--- src/rtl/sync_fifo_axis_packetizer.sv ---
`timescale 1ns/1ps
// Read-side packetizer for sync_fifo: drains a first-word-fall-through FIFO into
// AXI-Stream packets of programmable length, flushing residual words on timeout.
module sync_fifo_axis_packetizer #(
    parameter int DWIDTH  = 32,
    parameter int DEPTH   = 512,
    parameter int TIMEOUT = 256,
    localparam int W = $clog2(DEPTH) + 1
) (
    input  logic              clk,
    input  logic              rst_n,
    input  logic [W-1:0]      pkt_len,
    input  logic [DWIDTH-1:0] fifo_rd_data,
    input  logic              fifo_rd_empty,
    input  logic [W-1:0]      fifo_cnt,
    output logic              fifo_rd_en,
    output logic [DWIDTH-1:0] m_axis_tdata,
    output logic              m_axis_tvalid,
    input  logic              m_axis_tready,
    output logic              m_axis_tlast,
    output logic              m_axis_tuser,
    output logic              busy
);
    localparam logic [1:0] IDLE = 2'd0;
    localparam logic [1:0] SEND = 2'd1;
    localparam logic [1:0] GAP  = 2'd2;

    localparam int            TW       = (TIMEOUT > 2) ? $clog2(TIMEOUT) : 1;
    localparam logic [TW-1:0] TMO_LAST = TW'(TIMEOUT - 1);
    localparam logic [W-1:0]  DEPTH_W  = W'(DEPTH);

    logic [1:0]        state;
    logic [W-1:0]      words_left;
    logic [W-1:0]      eff_len;
    logic              short_pkt;
    logic [TW-1:0]     tmo_cnt;
    logic [1:0]        occ;
    logic [DWIDTH-1:0] head_data;
    logic [DWIDTH-1:0] tail_data;
    logic              head_last;
    logic              head_user;
    logic              tail_last;
    logic              tail_user;
    logic              in_last;
    logic              full_ready;
    logic              residual;
    logic              flush;
    logic              push;
    logic              pop;

    always_comb begin
        if (pkt_len == '0)
            eff_len = W'(1);
        else if (pkt_len > DEPTH_W)
            eff_len = DEPTH_W;
        else
            eff_len = pkt_len;
    end

    assign full_ready = (fifo_cnt >= eff_len);
    assign residual   = (fifo_cnt != '0) && (fifo_cnt < eff_len);
    assign flush      = (TIMEOUT != 0) && residual && (tmo_cnt == TMO_LAST);

    // Read enable depends only on registered state and the FIFO flag, never on tready.
    assign fifo_rd_en = (state == SEND) && (words_left != '0) && !fifo_rd_empty && (occ != 2'd2);
    assign in_last    = (words_left == W'(1));

    always_ff @(posedge clk or negedge rst_n) begin
        if (!rst_n) begin
            state      <= IDLE;
            words_left <= '0;
            short_pkt  <= 1'b0;
            tmo_cnt    <= '0;
        end else begin
            case (state)
                IDLE: begin
                    if (full_ready) begin
                        state      <= SEND;
                        words_left <= eff_len;
                        short_pkt  <= 1'b0;
                        tmo_cnt    <= '0;
                    end else if (flush) begin
                        state      <= SEND;
                        words_left <= fifo_cnt;
                        short_pkt  <= 1'b1;
                        tmo_cnt    <= '0;
                    end else if (residual) begin
                        if (tmo_cnt != '1)
                            tmo_cnt <= tmo_cnt + 1'b1;
                    end else begin
                        tmo_cnt <= '0;
                    end
                end
                SEND: begin
                    tmo_cnt <= '0;
                    if (fifo_rd_en) begin
                        words_left <= words_left - 1'b1;
                        if (in_last)
                            state <= GAP;
                    end
                end
                GAP: begin
                    // One idle cycle so the lagging fifo_cnt reflects the final read.
                    tmo_cnt <= '0;
                    state   <= IDLE;
                end
                default: state <= IDLE;
            endcase
        end
    end

    assign push = fifo_rd_en;
    assign pop  = m_axis_tvalid && m_axis_tready;

    always_ff @(posedge clk or negedge rst_n) begin
        if (!rst_n) begin
            occ       <= 2'd0;
            head_data <= '0;
            head_last <= 1'b0;
            head_user <= 1'b0;
            tail_data <= '0;
            tail_last <= 1'b0;
            tail_user <= 1'b0;
        end else begin
            case ({push, pop})
                2'b10: begin
                    if (occ == 2'd0) begin
                        head_data <= fifo_rd_data;
                        head_last <= in_last;
                        head_user <= short_pkt;
                    end else begin
                        tail_data <= fifo_rd_data;
                        tail_last <= in_last;
                        tail_user <= short_pkt;
                    end
                    occ <= occ + 2'd1;
                end
                2'b01: begin
                    head_data <= tail_data;
                    head_last <= tail_last;
                    head_user <= tail_user;
                    occ       <= occ - 2'd1;
                end
                2'b11: begin
                    // Push needs occ < 2 and pop needs occ > 0, so occ is 1 here.
                    head_data <= fifo_rd_data;
                    head_last <= in_last;
                    head_user <= short_pkt;
                end
                default: ;
            endcase
        end
    end

    assign m_axis_tdata  = head_data;
    assign m_axis_tvalid = (occ != 2'd0);
    assign m_axis_tlast  = head_last;
    assign m_axis_tuser  = head_user;
    assign busy          = (state != IDLE) || (occ != 2'd0);

endmodule
--- config.mk ---
export PLATFORM = sky130hd
export DESIGN_NAME = sync_fifo_axis_packetizer
export DESIGN_NICKNAME = d
export VERILOG_FILES = /design/src/rtl/sync_fifo_axis_packetizer.sv
export SDC_FILE = /design/constraint.sdc
export NUM_CORES = 1
export LEC_CHECK = 0
export ABC_CLOCK_PERIOD_IN_PS = 8900
export CORE_ASPECT_RATIO = 0.8
export CORE_MARGIN = 5
export CORE_UTILIZATION = 30
export DETAILED_ROUTE_END_ITERATION = 16
export PLACE_DENSITY_LB_ADDON = 0.3
export SLEW_MARGIN = 20
export SYNTH_ARGS = -nofsm -noshare
export SYNTH_HDL_FRONTEND = slang
export SYNTH_SLANG_ARGS = --single-unit
--- constraint.sdc ---
create_clock -name clk -period 8.9 [get_ports clk]
set_clock_uncertainty 0.05 [all_clocks]
set_input_delay 1.78 -clock clk [delete_from_list [all_inputs] [get_ports clk]]
set_output_delay 1.78 -clock clk [all_outputs]
set_load 0.02 [all_outputs]
==> impl_metrics.env <==
export IMPL_status="finished clean"
export IMPL_cp_start_kind="input pin"
export IMPL_ctsHoldBuffers=0
export IMPL_async_flop_share=1.00
export IMPL_synth_distinct_cells=67
export IMPL_num_antenna_cells=0
export IMPL_htreeDepth=3
export IMPL_grt_pass1_vias=3921
export IMPL_rr_worst_depth=8
export IMPL_worst_pin_slew_ps=863
export IMPL_rsz0062_at_grt="no"
export IMPL_die_area_um2=19000
export IMPL_cap_violations=0
export IMPL_final_nets=619
export IMPL_power_frac_clock=0.190
export IMPL_syn_inst=457
export IMPL_setup_tns_ps=0
export IMPL_path_cells="clkdlybuf4s50_1, a211o_1, a21o_4, inv_2, clkdlybuf4s50_1"
export IMPL_postCtsSetupBuffers=0
export IMPL_ys_warnings_count=0
export IMPL_cts_sinks=91
export IMPL_fmax_ghz=0.188
export IMPL_ys_ff_latch=91
export IMPL_io_pins=93
export IMPL_relSlewSlack=0.424
export IMPL_antenna_found_initial=0
export IMPL_drv_slew=0
export IMPL_drc=0
export IMPL_core_um2=15900
export IMPL_drt_iter0_markers=214
export IMPL_fill_cells=1549
export IMPL_p_seq_frac=0.346
export IMPL_reg2reg_from="state[1]"
export IMPL_cellPowerDensity_nw_per_um2=333
export IMPL_grtUsageTotal=0.129
export IMPL_min_to="tail_last"
export IMPL_irDropWorstVdd_uv=168
export IMPL_area_growth_pct=29.1
export IMPL_final_cells=763
export IMPL_finalHoldWorstSlack_ps=443
export IMPL_synth_area_um2=4890
export IMPL_clk_pin_slew_ps=60
export IMPL_root_buffer="clkbuf_16"
export IMPL_drt_wirelength_per_cell_um=15.9
export IMPL_viasPerCell=4.94
export IMPL_crit_type="input pin to output port"
export IMPL_crit_fanout=9
export IMPL_net_switching_power_mw=0.808
export IMPL_tritoncts="yes"
export IMPL_hold_path_depth=2
export IMPL_vias=3769
export IMPL_insertion_delay_ps=330
export IMPL_timing_rr_end="words_left[3]"
export IMPL_grt_pass1_wl_um=20000
export IMPL_overflow=0
export IMPL_ant_nets=0
export IMPL_dpl_cell_count=747
export IMPL_dp_hpwl_um=8620
export IMPL_cp_arrival_ps=3490
export IMPL_wl_um=12100
export IMPL_drive_gt1_frac=0.146
export IMPL_leakage_nw=2.62
export IMPL_cpPeakStageDelay_ps=670
export IMPL_grt_max_degree=69
export IMPL_place_ws_ps=3580
export IMPL_endpoint_kind="output port"
export IMPL_synth_area_per_cell_um2=10.7
export IMPL_finalHoldViolations=0
export IMPL_synth_fp_nets=533
export IMPL_ys_seq_area_frac=0.466
export IMPL_min_period_over_period=0.598
export IMPL_crit_buf_inv=3
export IMPL_critPathRequiredTime_ps=7070
export IMPL_io_buffers=92
export IMPL_postCtsResizedCells=0
export IMPL_critPathSlowestCell="clkdlybuf4s50_1"
export IMPL_place_gp_congestion=0.867
export IMPL_dieWidth_um=153
export IMPL_synth_edf_count=0
export IMPL_dr_pass1_iters=4
export IMPL_path_depth=5
export IMPL_p_sw_frac=0.385
export IMPL_die_y_um=124
export IMPL_r2r_slack_ps=5620
export IMPL_setup_viol=0
export IMPL_rows=41
export IMPL_internal_power_mw=1.29
export IMPL_cp_top_family="buffers and inverters"
export IMPL_critPathMostFrequentCell="clkdlybuf4s50_1"
export IMPL_combinationalPowerShare=0.464
export IMPL_fin_crit_ps=5320
export IMPL_layout_setup_ws_ps=3580
export IMPL_numCtsBuffers=9
export IMPL_min_from="tail_last"
export IMPL_start_util=0.307
export IMPL_clockBufferDepth=2
export IMPL_hold_class="register to register"
export IMPL_ys_flop_type="dfrtp_1"
-- cell usage in the layout (no fill, tap or decap), types with 3 or more instances in the layout --
master / n
nor2_1: 50
clkdlybuf4s50_1: 91
a21o_1: 3
nor4_1: 6
inv_6: 3
o211ai_1: 6
mux2_2: 34
clkbuf_16: 9
a21oi_1: 50
buf_4: 5
nand2_1: 39
mux2i_1: 35
nand3_1: 13
o21ai_0: 3
dfrtp_1: 91
a22o_1: 5
a31oi_1: 3
o22ai_1: 3
ha_1: 19
nor3_1: 7
inv_1: 10
-- sequential cells by signal (all words and copies together), names as in the netlist, 2 cells and up --
| signal | cells |
|---|---|
| m_axis_tdata | 32 |
| occ | 2 |
| state | 2 |
| tail_data | 32 |
| tmo_cnt | 8 |
| words_left | 10 |
-- synth_stat cells (all sizes together) (3+ instances only) --
library cell,instances,area share
a21o,4,0.0077
nor3,9,0.011
a31oi,3,0.0038
o211ai,7,0.012
clkbuf,14,0.011
nor2,51,0.040
mux2,35,0.081
or4,4,0.0077
o22ai,3,0.0038
inv,11,0.0084
a21oi,51,0.053
dfrtp,91,0.47
o31ai,3,0.0074
ha,20,0.051
nand3,14,0.015
buf,7,0.014
o21ai,6,0.0077
mux2i,35,0.072
nor4,7,0.012
a22o,5,0.0090
nand2,39,0.030
-- metrics by stage --
step	util	instance area [um2]	power [mW]
2_1_floorplan	-	4890	1.37
3_3_place_gp	0.377	5990	1.69
3_5_place_dp	0.377	5990	1.72
4_1_cts	0.397	6310	2.13
5_1_grt	0.397	6310	2.25
6_report	0.397	6310	2.10
-- metal layers --
layer	share of wire	track usage
met1	0.46	0.171
met2	0.49	0.216
met3	0.040	0.0299
met4	0.0089	0.0295
met5	0	0
-- cell type report --
type | count | area (um2) | share of cell area
multi-input combinational | 333 | 2450 | 0.389
sequential | 91 | 2280 | 0.361
timing repair buffer | 96 | 948 | 0.150
tap | 215 | 269 | 0.0426
clock buffer | 10 | 239 | 0.0379
clock inverter | 6 | 75.1 | 0.0119
inverter | 12 | 45.0 | 0.00714
-- worst reg2reg max path, stage by stage (launching register included) --
cell     delay (ps)
dfrtp_1         400
inv_1           110
ha_1            510
inv_1           380
a211o_1         370
a21o_4          220
a32oi_1         650
o21ai_0         210
a22o_1          280
-- kinds of logic after synthesis --
kind of cell / after synthesis / share of synthesized area
DFF: 91 / 0.466
and+or+nand+nor: 138 / 0.144
AOI/OAI and AO/OA: 102 / 0.146
xor gates and xnor gates: 3 / 0.00538
adders and majority gates: 20 / 0.0512
muxes: 70 / 0.153
buffers and inverters: 33 / 0.0340
-- power by group through the flow --
| stage | combinational, mW | clock [mW] | sequential (mW) |
|---|---|---|---|
| 6_report | 0.974 | 0.398 | 0.726 |
| 3_3_place_gp | 0.972 | 0 | 0.721 |
| 4_1_cts | 0.989 | 0.413 | 0.726 |
| 3_5_place_dp | 0.985 | 0 | 0.731 |
| 5_1_grt | 1.07 | 0.429 | 0.751 |
| 2_1_floorplan | 0.572 | 0 | 0.799 |
-- how the worst max path moves through the flow --
stage / from / endpoint / slack, ps
finish: fifo_rd_empty / fifo_rd_en / 3580
global route: fifo_rd_empty / fifo_rd_en / 3540
CTS: fifo_rd_empty / fifo_rd_en / 3570
detailed placement: fifo_rd_empty / fifo_rd_en / 3580
global placement: fifo_rd_empty / fifo_rd_en / 3550
floorplan: fifo_rd_empty / fifo_rd_en / 4680
No activity file was read; power rests on OpenSTA's default activity.
